===== src/rtl/uart_rx_ctrl.sv =====
// uart_rx_ctrl: receiver config owner, frame-in-flight tracker, capture FIFO.
// Build option UART_RX_CTRL_DROP_ERR_EN: drop errored frames, count in err_count.
module uart_rx_ctrl #(
  parameter int CLK_HZ        = 50_000_000,
  parameter int FIFO_DEPTH    = 4,
  parameter int RECONF_CYCLES = 4
) (
  input  logic       clock,
  input  logic       reset,
  input  logic       cfg_wr,
  input  logic [1:0] cfg_baud,
  input  logic [1:0] cfg_parity,
  input  logic       rx_line,
  input  logic       rx_done,
  input  logic [7:0] rx_data,
  input  logic [2:0] rx_error,
  output logic [1:0] baud_rate,
  output logic [1:0] parity_type,
  output logic       rx_reset_n,
  output logic       out_valid,
  output logic [7:0] out_data,
  output logic [2:0] out_err,
  input  logic       out_ready,
  output logic       overflow,
  output logic       cfg_pending
`ifdef UART_RX_CTRL_DROP_ERR_EN
  ,
  output logic [7:0] err_count
`endif
);

  localparam int PW = (FIFO_DEPTH > 1) ? $clog2(FIFO_DEPTH) : 1;
  localparam int CW = $clog2(FIFO_DEPTH + 1);

  localparam logic [17:0] RECONF_LD = 18'(RECONF_CYCLES);
  localparam logic [17:0] TO_2400   = 18'(12 * (CLK_HZ / 2400));
  localparam logic [17:0] TO_4800   = 18'(12 * (CLK_HZ / 4800));
  localparam logic [17:0] TO_9600   = 18'(12 * (CLK_HZ / 9600));
  localparam logic [17:0] TO_19200  = 18'(12 * (CLK_HZ / 19200));
  localparam logic [CW-1:0] FULL_CNT = CW'(FIFO_DEPTH);

  typedef enum logic [1:0] {
    RECONF = 2'd0,
    RUN    = 2'd1,
    BUSY   = 2'd2
  } state_t;

  state_t      state, state_nx;
  logic [17:0] cnt, cnt_nx;
  logic [17:0] timeout;
  logic [1:0]  pend_baud, pend_parity;
  logic        rx_prev, fall, apply;

  logic [10:0]   mem [FIFO_DEPTH];
  logic [10:0]   head;
  logic [PW-1:0] wr_ptr, rd_ptr;
  logic [CW-1:0] count;
  logic          live, push_req, full, pop, push_ok, drop;

  assign fall       = rx_prev & ~rx_line;
  assign rx_reset_n = (state != RECONF);
  assign live       = (state != RECONF);

  always_comb begin
    timeout = TO_9600;
    unique case (baud_rate)
      2'b00: timeout = TO_2400;
      2'b01: timeout = TO_4800;
      2'b10: timeout = TO_9600;
      2'b11: timeout = TO_19200;
    endcase
  end

  always_comb begin
    state_nx = state;
    cnt_nx   = cnt;
    apply    = 1'b0;
    unique case (state)
      RECONF: begin
        cnt_nx = cnt - 18'd1;
        if (cnt <= 18'd1) begin
          state_nx = RUN;
          cnt_nx   = '0;
        end
      end
      RUN: begin
        // A starting frame always wins over a pending apply.
        if (fall) begin
          state_nx = BUSY;
          cnt_nx   = timeout;
        end else if (cfg_pending) begin
          apply    = 1'b1;
          state_nx = RECONF;
          cnt_nx   = RECONF_LD;
        end
      end
      BUSY: begin
        if (rx_done || cnt <= 18'd1) begin
          state_nx = RUN;
          cnt_nx   = '0;
        end else begin
          cnt_nx = cnt - 18'd1;
        end
      end
      default: begin
        state_nx = RECONF;
        cnt_nx   = RECONF_LD;
      end
    endcase
  end

  always_ff @(posedge clock) begin
    if (reset) begin
      state       <= RECONF;
      cnt         <= RECONF_LD;
      rx_prev     <= 1'b1;
      baud_rate   <= 2'b10;
      parity_type <= 2'b01;
      pend_baud   <= 2'b10;
      pend_parity <= 2'b01;
      cfg_pending <= 1'b0;
    end else begin
      state   <= state_nx;
      cnt     <= cnt_nx;
      rx_prev <= rx_line;
      if (apply) begin
        baud_rate   <= pend_baud;
        parity_type <= pend_parity;
      end
      if (cfg_wr) begin
        pend_baud   <= cfg_baud;
        pend_parity <= cfg_parity;
        cfg_pending <= 1'b1;
      end else if (apply) begin
        cfg_pending <= 1'b0;
      end
    end
  end

`ifdef UART_RX_CTRL_DROP_ERR_EN
  assign push_req = rx_done & live & (rx_error == 3'b000);
`else
  assign push_req = rx_done & live;
`endif

  assign head      = mem[rd_ptr];
  assign out_valid = (count != '0);
  assign out_data  = out_valid ? head[7:0] : 8'h00;
  assign out_err   = out_valid ? head[10:8] : 3'b000;
  assign full      = (count == FULL_CNT);
  assign pop       = out_valid & out_ready;
  // When full, a same-cycle pop frees the slot the push lands in.
  assign push_ok   = push_req & (~full | pop);
  assign drop      = push_req & full & ~pop;

  always_ff @(posedge clock) begin
    if (reset) begin
      for (int i = 0; i < FIFO_DEPTH; i++) mem[i] <= '0;
      wr_ptr   <= '0;
      rd_ptr   <= '0;
      count    <= '0;
      overflow <= 1'b0;
    end else begin
      if (push_ok) begin
        mem[wr_ptr] <= {rx_error, rx_data};
        wr_ptr      <= wr_ptr + PW'(1);
      end
      if (pop) rd_ptr <= rd_ptr + PW'(1);
      unique case ({push_ok, pop})
        2'b10:   count <= count + CW'(1);
        2'b01:   count <= count - CW'(1);
        default: count <= count;
      endcase
      if (drop) overflow <= 1'b1;
    end
  end

`ifdef UART_RX_CTRL_DROP_ERR_EN
  always_ff @(posedge clock) begin
    if (reset) begin
      err_count <= '0;
    end else if (rx_done && live && rx_error != 3'b000 &&
                 err_count != 8'hFF) begin
      err_count <= err_count + 8'd1;
    end
  end
`endif

endmodule


===== config.mk =====
export PLATFORM = sky130hd
export DESIGN_NAME = uart_rx_ctrl
export DESIGN_NICKNAME = d
export VERILOG_FILES = /design/src/rtl/uart_rx_ctrl.sv
export SDC_FILE = /design/constraint.sdc
export NUM_CORES = 1
export LEC_CHECK = 0
export BUFFER_PORTS_ARGS = -buffer_cell sky130_fd_sc_hd__buf_2
export CAP_MARGIN = 10
export CORE_MARGIN = 1.5
export CORE_UTILIZATION = 42
export CTS_BUF_LIST = sky130_fd_sc_hd__clkbuf_16
export CTS_CLUSTER_DIAMETER = 150
export DETAILED_ROUTE_END_ITERATION = 6
export GPL_TIMING_DRIVEN = 0
export PLACE_DENSITY = 0.58
export RECOVER_POWER = 50
export SYNTH_ARGS = -nofsm -noshare
export SYNTH_HDL_FRONTEND = slang
export SYNTH_SLANG_ARGS = --single-unit

===== constraint.sdc =====
create_clock -name clock -period 3.6 [get_ports clock]
set_clock_uncertainty 0.2 [all_clocks]
set_input_delay 0.72 -clock clock [delete_from_list [all_inputs] [get_ports clock]]
set_output_delay 0.72 -clock clock [all_outputs]
set_load 0.02 [all_outputs]

==> After elaboration in Yosys (flattened, before gate mapping) <==
Memory sizes are Yosys's and may differ from the RTL's. A register that Yosys moved wholly into a read port is not among the register bits.
Index checks and enable logic that the tools add are counted.
{ "op_classes": {"magnitude_cmp": 1, "mul": 0, "shifts": 0, "div_mod_pow": 0, "bitwise": 10, "eq_ne": 11, "n_reduce_logical": 9, "muxes": 29, "n_addsub": 5} }
{ "ops": {"columns": ["op", "count"], "rows": [
  ["18-bit two-way mux", 4],
  ["18-bit case mux with 4 select lines", 1],
  ["18-bit case mux with 3 select lines", 1],
  ["18-bit by 1-bit <= comparator with 1-bit output (second input constant)", 1],
  ["18-bit by 1-bit subtractor with 18-bit output (second input constant)", 1],
  ["2-bit two-way mux", 7],
  ["1-bit two-way mux", 11],
  ["11-bit two-way mux", 1],
  ["11-bit OR reduction", 1],
  ["2-bit equality test (second input constant)", 4],
  ["8-bit two-way mux", 1],
  ["1-bit AND", 6],
  ["2-bit by 1-bit equality test with 1-bit output (second input constant)", 3],
  ["2-bit case mux with 3 select lines", 1],
  ["3-bit case mux with 2 select lines", 1],
  ["2-bit nonzero test", 3],
  ["2-bit by 1-bit adder with 2-bit output (second input constant)", 2],
  ["2-bit zero test", 2],
  ["2-bit != test (second input constant)", 2],
  ["3-bit by 1-bit adder with 3-bit output (second input constant)", 1],
  ["3-bit equality test (second input constant)", 1],
  ["3-bit two-way mux", 1],
  ["3-bit != test (second input constant)", 1],
  ["1-bit NOT", 3],
  ["other kinds (5)", 5]
]} }
{ "totals": {"latch_bits": 0, "mem_bits_rw": 44, "inputBits": 21, "mem_bits_ro": 0, "regBits": 38, "elab_cells": 78, "memories": 1, "output_inout_bits": 19} }
{ "memory_table": {"columns": ["name", "words", "width", "read_ports", "rd_clocked_by_memory_dff", "write_ports", "line_no", "rtl"], "rows": [
  ["mem", 4, 11, 1, 1, 4, "54", "logic [10:0] mem [FIFO_DEPTH];"]
]} }

==> Logic depth before layout (Yosys ltp) <==
{ "depth": {"word_depth": 9, "ltp_mapped": 9, "ltp_nobuf": 7} }

==> Worst setup path after synthesis <==
OpenSTA, ideal clock, no wires.
{ "synth_path": {"kind": "input port to flip-flop", "from": "in rx_done", "to": "mem mem[2][0] (enable)", "path_buffers": 1, "required_time_ps": 2988, "arrival_ps": 2322, "stages": 3, "slack_ps": 666, "path_cell_list": "o21ai_0 -> clkbuf_1 -> o41ai_1"} }
{ "synth_rtl": {"columns": ["item", "line_no", "rtl"], "rows": [
  ["start, declared", "14", "input logic rx_done,"],
  ["end, declared", "54", null]
]} }

==> Worst setup path after layout <==
{ "layout_path": {"from": "reg count[1]", "to": "reg count[2]"} }
{ "layout_between": {"elab_chain_len": 6, "word_cells_on_any_way": 12, "classes_between": "2 x add/sub; 3 x eq/ne; 1 x mux; 4 x bitwise; 2 x reduce/logical"} }
{ "layout_lines": {"columns": ["item", "line_no", "rtl"], "rows": [
  ["start, declared", "57", "logic [CW-1:0] count;"],
  ["start signal, assigned", "170", "2'b10: count <= count + CW'(1);"],
  ["start signal, assigned", "171", "2'b01: count <= count - CW'(1);"],
  ["start signal, assigned", "172", "default: count <= count;"],
  ["3-bit nonzero test or 3-bit equality test (tied branches)", "147, 150", null],
  ["1-bit AND or 1-bit NOT (tied branches)", "151, 153", null],
  ["1-bit bitwise OR", "153", "assign push_ok = push_req & (~full | pop);"],
  ["1-bit AND", "153", null],
  ["2-bit by 1-bit equality test with 1-bit output or 2-bit equality test (tied branches)", "169", "unique case ({push_ok, pop})"],
  ["3-bit case mux with 2 select lines or 2-bit nonzero test (tied branches)", null, null]
]} }
Parallel ways exist; a longest one is shown, timed or not.
A chain may end at the register's enable or synchronous reset.

==> flow_summary_export.csv <==
group,metric,value,unit
clock_network,cts.hold.buffers_added,0,
global_routing,track_usage,0.201,
global_routing,grt_pass1_wl,15700,microns
timing,report.final.setup_viol,0,
die,start_util,0.429,
synthesis,syn_area,0.00413,sq mm
timing,drv_slew,0,
clock_network,ctsResizeCount,0,
detailed_routing,ant_nets,0,
placement,place_ws,0.573,ns
global_routing,grt_pass1_vias,3021,
power_and_ir_drop,power_density,650,mW/mm^2
clock_network,clock-sinks,84,
power_and_ir_drop,clock_power_share,0.289,
setup_path,cp_max_fo,10,
clock_network,clkTransAtPathRegs,0.07,ns
flow_run,maxCapViolCount,0,
min_path,worst_hold_path.num_cells,2,
final_layout,layout-drive-gt1-share,0.159,
setup_path,crit_type,"flip-flop to flip-flop",
synthesis,yosysTopAreaCell,"edfxtp_1",
min_path,worstHoldPathType,"flip-flop to flip-flop",
detailed_routing,drc_errors,0,
timing,min_period,3.01,ns
clock_network,root_buffer,"clkbuf_16",
synthesis,synth_ff_type,"edfxtp_1",
die,die-width,102,microns
power_and_ir_drop,peakVddDrop,478,uV
timing,timing.final.crit_share,0.835,
final_layout,fin_nets,458,
detailed_routing,first_pass_iters,4,
min_path,hold_start,"pend_baud[1]",
synthesis,yosys-top-cells-count,"and2_1, edfxtp_1, dfxtp_1",
synthesis,synth.most_common_cell,"and2_1",
synthesis,ys_top_cells_by_area,"edfxtp_1, dfxtp_1, and2_1",
setup_path,r2r_start,"count[1]",
setup_path,worst_setup_path_start_kind,"flip-flop",
power_and_ir_drop,switching_share,0.354,
setup_path,crit_start,"count[1]",
power_and_ir_drop,p_leak,1.81,nW
timing,worst_pin_slew,1.29,ns
timing,rsz0062_at_grt,"no",
detailed_routing,drt_iter0_drc,184,
placement,dp_cells,556,
die,die_h,102,microns
global_routing,grt.overflow.total,0,
setup_path,reg2reg_depth,8,
global_routing,grt_antenna_before_repair,0,
run_status,outcome,"complete, no violations",
placement,dpl.hpwl,6740,microns
clock_network,clockBufferDepth,2,
setup_path,critical_path_arrival,3.01,ns
final_layout,design_area,0.00473,sq mm
synthesis,synth.top_cell.area_share,0.320,
global_routing,grtUsageMet2,0.349,
global_routing,met1_usage,0.244,
die,rows,36,
synthesis,synth_seq_cells,84,
global_routing,grt_max_degree,17,
setup_path,crit_path_end,"count[2]",
placement,place_area,0.00452,sq mm
global_routing,grt.busiest_layer,"met2",
power_and_ir_drop,power.switching,1.09,mW
die,coreArea,0.00964,sq mm
final_layout,multiInputGateArea,0.00184,sq mm
die,die-area,0.0104,sq mm
synthesis,synth_edf_count,44,
global_routing,use_met3,0.0445,
synthesis,synth_nets,407,
setup_path,cp_data_required_time,3.60,ns
detailed_routing,routed_wl,9720,microns
timing,worst_hold_slack,0.272,ns
die,ios,40,
setup_path,end_kind,"flip-flop",
synthesis,async_reset_ff_frac,0,
timing,setup_slack,0.594,ns
final_layout,area.growth.synth_to_final,14.6,%
final_layout,fillers,916,
synthesis,avgSynthCellArea,10.8,sq um
synthesis,ys_seq_area_frac,0.514,
detailed_routing,vias_per_cell,5.44,
final_layout,seqCellArea,0.00212,sq mm
placement,port-buffer-count,37,
synthesis,ys_warn_count,0,
clock_network,cts_tree,"built",
timing,clock.fmax,333,MHz
timing,slew_headroom,0.128,
detailed_routing,via_count,3113,
synthesis,synth_cell_type_count,62,
clock_network,h-tree-depth,3,
final_layout,diodes,0,
timing,hold_viol,0,
detailed_routing,wl_per_cell,17.0,microns
clock_network,clk_latency,0.34,ns
synthesis,synthCells,383,
placement,gp_congestion,0.890,
power_and_ir_drop,seq_power_share,0.412,
power_and_ir_drop,intPower,1.99,mW
final_layout,stdcell_count,572,
setup_path,r2r_end,"count[2]",
power_and_ir_drop,pwr-share-comb,0.299,
clock_network,cts_made_buffers,9,
setup_path,ff2ff_setup_slack,0.59,ns
clock_network,cts_setup_buffers,0,
critical path, cell delays in order (launching register included):
cell and delay, ns:
dfxtp_1 0.31, clkbuf_1 0.29, or3_1 0.27, clkbuf_1 0.43
nand3_1 0.17, fa_1 0.45, or3_1 0.39, a311oi_1 0.29
nor2_1 0.07
metal layers:
metal  vias up  share of wire
met4         0          0.014
met5         -              0
met2        87           0.51
met1      1505           0.43
met3        11          0.047
li1       1510              -
power groups by stage:
stage / Clock (mW) / Sequential [mW] / Combinational, mW
after floorplan: 0 / 1.26 / 0.765
after global placement: 0 / 1.28 / 0.965
after detailed placement: 0 / 1.29 / 0.975
after CTS: 0.903 / 1.27 / 0.980
after global routing: 0.937 / 1.29 / 1.01
final: 0.889 / 1.27 / 0.921
placed cells by master, fill, tap and decap left out, drive strengths merged, types with 4 or more instances in the layout:
cell	netlist	final
buf	6	33
a31oi	6	6
dfxtp	40	40
or3	7	7
and3	12	12
nor3b	4	4
o21ai	7	7
nor2	36	36
a311oi	4	4
and2	46	46
edfxtp	44	44
or4	6	6
mux2i	8	8
nor3	9	9
nor4	5	5
nand2	25	25
a21oi	14	14
clkbuf	18	40
xnor2	6	6
a211oi	4	4
mux4	11	11
nand3	10	10
inv	8	12
flip-flops by register name, summed over array words and instances (netlist names), named ones only:
signal,flops
mem,44
cnt,18
count,3
baud_rate,2
parity_type,2
pend_baud,2
pend_parity,2
rd_ptr,2
state,2
wr_ptr,2
cfg_pending,1
overflow,1
rx_prev,1
layout make-up:
| type | count | area share |
|---|---|---|
| sequential | 84 | 0.448 |
| multi-input combinational | 266 | 0.389 |
| clock buffer | 9 | 0.0476 |
| timing repair buffer | 40 | 0.0412 |
| tap | 133 | 0.0352 |
| buffer | 24 | 0.0193 |
| clock inverter | 7 | 0.0119 |
| inverter | 9 | 0.00714 |
how the worst min path moves through the flow:
stage / end / slack, ns
after floorplan: baud_rate[1] / 0.24
after global placement: pend_parity[0] / 0.25
after detailed placement: pend_baud[1] / 0.26
after CTS: baud_rate[1] / 0.27
after global routing: cnt[16] / 0.32
final: pend_baud[1] / 0.27
through the flow:
stage	util	total power, mW	TNS [ns]
floorplan	-	2.02	0
global placement	0.465	2.25	-5.56
detailed placement	0.469	2.27	0
CTS	0.499	3.15	0
global route	0.491	3.24	0
finish	0.491	3.08	0
logic make-up (layout without fill, tap and decap cells):
logic type / Yosys count / after routing / share of synthesized area
compound gates: 60 / 60 / 0.105
xor+xnor: 8 / 8 / 0.0170
fa+ha+maj: 3 / 3 / 0.0109
buf+inv: 33 / 89 / 0.0336
flops: 84 / 84 / 0.514
mux: 19 / 19 / 0.0793
simple gates: 176 / 176 / 0.240
(Power assumes the default switching activity.)
